## config.mk

```make
export PLATFORM = sky130hd
export DESIGN_NAME = spi_crypto_master
export DESIGN_NICKNAME = d
export VERILOG_FILES = /design/src/rtl/spi_crypto_master.sv
export SDC_FILE = /design/constraint.sdc
export NUM_CORES = 1
export LEC_CHECK = 0
export ABC_CLOCK_PERIOD_IN_PS = 73700
export CORE_ASPECT_RATIO = 0.6
export CORE_MARGIN = 3
export CORE_UTILIZATION = 35
export CTS_BUF_LIST = sky130_fd_sc_hd__clkbuf_16
export CTS_CLUSTER_DIAMETER = 150
export DETAILED_ROUTE_END_ITERATION = 7
export PLACE_DENSITY = 0.57
export SLEW_MARGIN = 20
export SYNTH_ARGS = -nofsm -noshare
export SYNTH_HDL_FRONTEND = slang
export SYNTH_SLANG_ARGS = --single-unit
```

## constraint.sdc

```tcl
create_clock -name in_clk -period 73.7 [get_ports in_clk]
set_clock_uncertainty 0.05 [all_clocks]
set_input_delay 14.74 -clock in_clk [delete_from_list [all_inputs] [get_ports in_clk]]
set_output_delay 14.74 -clock in_clk [all_outputs]
set_load 0.005 [all_outputs]
```

## src/rtl/spi_crypto_master.sv

```systemverilog
// spi_crypto_master: SPI mode-0 master that shifts {msg,key} out to one AES slave and shifts the result block back in
module spi_crypto_master #(
    parameter int NK = 8,
    parameter int NB = 4,
    parameter int NSLV = 2,
    parameter int CLK_DIV = 2,
    parameter int TURNAROUND = 1,
    localparam int SW = (NSLV > 2) ? $clog2(NSLV) : 1
) (
    input  logic             in_clk,
    input  logic             rst,
    input  logic             start,
    input  logic [SW-1:0]    sel,
    input  logic [32*NB-1:0] msg_in,
    input  logic [32*NK-1:0] key_in,
    output logic             sclk,
    output logic [NSLV-1:0]  cs_n,
    output logic             mosi,
    input  logic             miso,
    output logic             busy,
    output logic             done,
    output logic             err,
    output logic [32*NB-1:0] result
);
    localparam int TXB = 32 * (NB + NK);
    localparam int RXB = 32 * NB;
    localparam int BP = 2 * CLK_DIV;
    localparam int CW = $clog2(TXB + 1);
    localparam int PW = $clog2(BP);
    localparam int TURN_LAST = (TURNAROUND > 0) ? TURNAROUND - 1 : 0;
    typedef enum logic [2:0] {IDLE, SETUP, TX, TURN, RX, FINISH} state_t;
    state_t state, nxt;
    logic [PW-1:0] ph;
    logic [CW-1:0] bits;
    logic [TXB-1:0] piso;
    logic [RXB-1:0] sipo;
    logic [NSLV-1:0] cs_sel;
    logic valid, launch, rise, bit_end, last_bit, shifting;
    assign busy = state != IDLE;
    always_comb begin
        valid = 32'(sel) < NSLV;
        launch = state == IDLE && start && valid;
        rise = ph == PW'(CLK_DIV - 1);
        bit_end = ph == PW'(BP - 1);
        last_bit = bits == CW'(state == TX ? TXB - 1 : state == TURN ? TURN_LAST : RXB - 1);
        shifting = state == TX || state == TURN || state == RX;
        for (int i = 0; i < NSLV; i++) cs_sel[i] = 32'(sel) != i;
        nxt = state;
        case (state)
            IDLE:    nxt = launch ? SETUP : IDLE;
            SETUP:   nxt = TX;
            TX:      nxt = bit_end && last_bit ? (TURNAROUND > 0 ? TURN : RX) : TX;
            TURN:    nxt = bit_end && last_bit ? RX : TURN;
            RX:      nxt = bit_end && last_bit ? FINISH : RX;
            default: nxt = IDLE;
        endcase
    end
    always_ff @(posedge in_clk) state <= rst ? IDLE : nxt;
    always_ff @(posedge in_clk) begin
        if (rst) begin
            sclk <= 1'b0;
            cs_n <= '1;
            mosi <= 1'b0;
            done <= 1'b0;
            err <= 1'b0;
            result <= '0;
            ph <= '0;
            bits <= '0;
        end else begin
            err <= state == IDLE && start && !valid;
            done <= state == RX && nxt == FINISH;
            if (launch) begin
                piso <= {msg_in, key_in};
                cs_n <= cs_sel;
                mosi <= msg_in[32*NB-1];
                ph <= '0;
                bits <= '0;
            end
            if (shifting) begin
                ph <= bit_end ? '0 : ph + 1'b1;
                if (bit_end) bits <= nxt != state ? '0 : bits + 1'b1;
            end
            if ((state == TX || state == RX) && rise) sclk <= 1'b1;
            if (bit_end) sclk <= 1'b0;
            if (state == TX && bit_end) begin
                piso <= piso << 1;
                mosi <= !last_bit && piso[TXB-2];
            end
            if (state == RX && rise) sipo <= {sipo[RXB-2:0], miso};
            if (state == RX && nxt == FINISH) begin
                result <= sipo;
                cs_n <= '1;
            end
        end
    end
endmodule
```

==> impl_metrics.csv <==
group,metric,value,unit
detailed_routing,drc,0,
die,io_pins,524,
worst_setup_path,required,73850,ps
die,core-area,72500,µm²
die,core.rowCount,76,
clock_tree,clk_path_buf_depth,3,
status,status,"finished, final reports clean",
detailed_routing,wl,70400,µm
die,die-area,77300,µm²
worst_setup_path,arrival,19180,ps
worst_hold_path,hold_class,"register to register",
detailed_routing,drtPass1Iterations,5,
run,cap_violations,0,
place,finalWeightedCongestion,0.812,
timing,hold_viol_final,0,
timing,post-route-min-period,19030,ps
timing,tightest_slew,1040,ps
timing,rsz0062_at_grt,"false",
clock_tree,cts-resized-gates,0,
worst_setup_path,crit_chain,"clkdlybuf4s50_1, or4b_2, a21oi_4, buf_4, buf_6, buf_4",
worst_setup_path,worstSetupPathType,"primary input to register",
clock_tree,cts_buffers,66,
yosys,syn-num-nets,2858,
detailed_routing,ant_nets,0,
cells_and_area,multi_input_area,6930,µm²
yosys,synth_ff_type,"edfxtp_1",
timing,tns,0,ps
clock_tree,clockRootBuffer,"clkbuf_16",
cells_and_area,drive_above_1_share,0.0445,
timing,fin_crit_sh,0.258,
clock_tree,cts_sinks,658,
detailed_routing,dr_total_vias,19085,
cells_and_area,syn2layout_area_growth,32.1,%
yosys,synth_async_sr_flop_share,0,
grt,grt_pass1_vias,18535,
grt,overflow,0,
place,post-dp-hpwl,47000,µm
place,io_buffer_count,522,
yosys,syn_area,25900,µm²
die,start_util,0.357,
worst_setup_path,worstSetupEndpointType,"register",
grt,grt_max_degree,129,
yosys,synthCells,2466,
worst_setup_path,cp_common_cell,"buf_4",
worst_setup_path,worstReg2RegStart,"state[1]",
clock_tree,tritoncts,"built",
cells_and_area,final_nets,3304,
power,p_leak,12.5,nW
clock_tree,postCtsHoldBufs,0,
worst_hold_path,hp-start,"sipo[98]",
yosys,yosysWarnings,0,
detailed_routing,wl_per_cell,17.8,µm
yosys,avgSynthCellArea,10.5,µm²
detailed_routing,drtIter0Drc,1538,
worst_setup_path,crit_path_start_kind,"primary input",
yosys,synth_seq_area_share,0.707,
yosys,synth_seq_cells,658,
clock_tree,worst_skew_pair.late_latency,590,ps
grt,grt_pass1_wl,107000,µm
cells_and_area,n_fill_cell,6736,
power,power_density,23.4,nW/µm²
detailed_routing,post_drt_via_cell_ratio,4.82,
power,vdd_ir_drop_max,0.0171,mV
timing,timing.max_slew.rel_slack,0.307,
die,die_width,357,µm
timing,max_freq,52.6,MHz
worst_setup_path,cpPeakStageDelay,890,ps
worst_setup_path,slowest_stage,"buf_4",
worst_setup_path,path_max_fanout,85,
yosys,synth_edf_count,511,
cells_and_area,final-seq-area,18300,µm²
grt,grt_usage,0.175,
place,place_area,31900,µm²
clock_tree,path_clk_slew,60,ps
clock_tree,h-tree-depth,3,
worst_setup_path,worstSetupStartpoint,"start",
timing,slew_viol_final,0,
timing,setup_viol,0,
cells_and_area,fin_area,34200,µm²
die,die_h,217,µm
yosys,synth_cell_types,46,
clock_tree,postCtsSetupBuffers,0,
grt,grt_antenna_before_repair,18,
[power breakdown]
group	switching (mW)	leakage [nW]	internal (mW)
sequential	0.00298	5.62	0.411
clock	0.142	1.14	0.203
combinational	0.0177	5.74	0.0232
total	0.163	12.5	0.638
[stage by stage]
stage	instances	power, mW	hold slack [ps]	util	setup WS, ps
after global routing	3953	0.831	400	0.471	54410
after CTS	3941	0.813	388	0.471	54390
after floorplan	2466	0.444	376	-	38520
after global placement	3818	0.462	379	0.439	53840
final	3956	0.800	396	0.471	54670
after detailed placement	3819	0.463	383	0.440	53750
[synth_stat cells, types with 2 or more instances]
| cell | instances | share of area |
|---|---|---|
| nand2_1 | 1159 | 0.17 |
| edfxtp_1 | 511 | 0.59 |
| dfxtp_1 | 147 | 0.11 |
| clkbuf_1 | 146 | 0.021 |
| a21oi_1 | 140 | 0.027 |
| nand3_1 | 139 | 0.027 |
| o21ai_0 | 131 | 0.025 |
| nor2_1 | 14 | 0.0020 |
| buf_4 | 11 | 0.0032 |
| buf_2 | 7 | 0.0014 |
| nor3_1 | 7 | 0.0014 |
| a31oi_1 | 6 | 0.0015 |
| nor3b_1 | 4 | 0.0012 |
| a211oi_1 | 3 | 0.00087 |
| and3_1 | 3 | 0.00073 |
| ha_1 | 3 | 0.0015 |
| and3b_1 | 2 | 0.00068 |
| inv_1 | 2 | 0.00029 |
| nand2b_1 | 2 | 0.00048 |
| o21ai_1 | 2 | 0.00039 |
| or3_1 | 2 | 0.00048 |
[placed cells by master, fill, tap and decap left out, drive strengths merged, types with 14 or more instances in the layout]
cell	instances
nand3	139
nand2	1159
clkinv	24
clkdlybuf4s50	521
diode	15
buf	23
o21ai	133
nor2	14
edfxtp	511
inv	17
a21oi	141
dfxtp	147
clkbuf	73
[critical path, delay by kind of cell]
kind	cells	cell delay (ps)
buf+inv	4	2710
compound gates	1	810
simple gates	1	740
[worst paths after layout]
| kind | slack, ps | to | cells after the start |
|---|---|---|---|
| setup / recovery | 54670 | piso[304] | 6 |
| hold / removal | 400 | sipo[99] | 0 |
| setup reg to reg | 68390 | piso[304] | 6 |
| hold reg to reg | 400 | sipo[99] | 0 |
[kinds of logic (layout without fill, tap and decap cells)]
| logic type | Yosys count | after routing | share of synthesized area |
|---|---|---|---|
| AOI/OAI and AO/OA | 292 | 292 | 0.0592 |
| xor gates and xnor gates | 2 | 2 | 0.000677 |
| adders and majority gates | 3 | 3 | 0.00145 |
| buffers and inverters | 168 | 668 | 0.0264 |
| DFF | 658 | 658 | 0.707 |
| other | 1 | 16 | 0.000145 |
| and+or+nand+nor | 1342 | 1342 | 0.205 |
[flip-flops by register name, indices dropped and copies added (netlist names), 2 cells and up]
| register | flops |
|---|---|
| piso | 383 |
| result | 128 |
| sipo | 128 |
| bits | 9 |
| state | 3 |
| cs_n | 2 |
| ph | 2 |
[metal layers]
layer / part of all wire / vias to the layer above / GRT usage
met2: 0.47 / 437 / 0.275
met3: 0.055 / 106 / 0.0418
met1: 0.45 / 9290 / 0.240
met4: 0.024 / 8 / 0.0585
met5: 0.00070 / - / 0
li1: - / 9244 / -
[final cells by class]
class	count	area share
multi-input cells	1640	0.203
inverters	2	0.000220
clock inverters	49	0.0121
repair buffers	544	0.159
flip-flops and latches	658	0.535
clock buffers	73	0.0535
well taps	975	0.0357
diodes	15	0.00110
No activity file was read; power rests on OpenSTA's default activity.
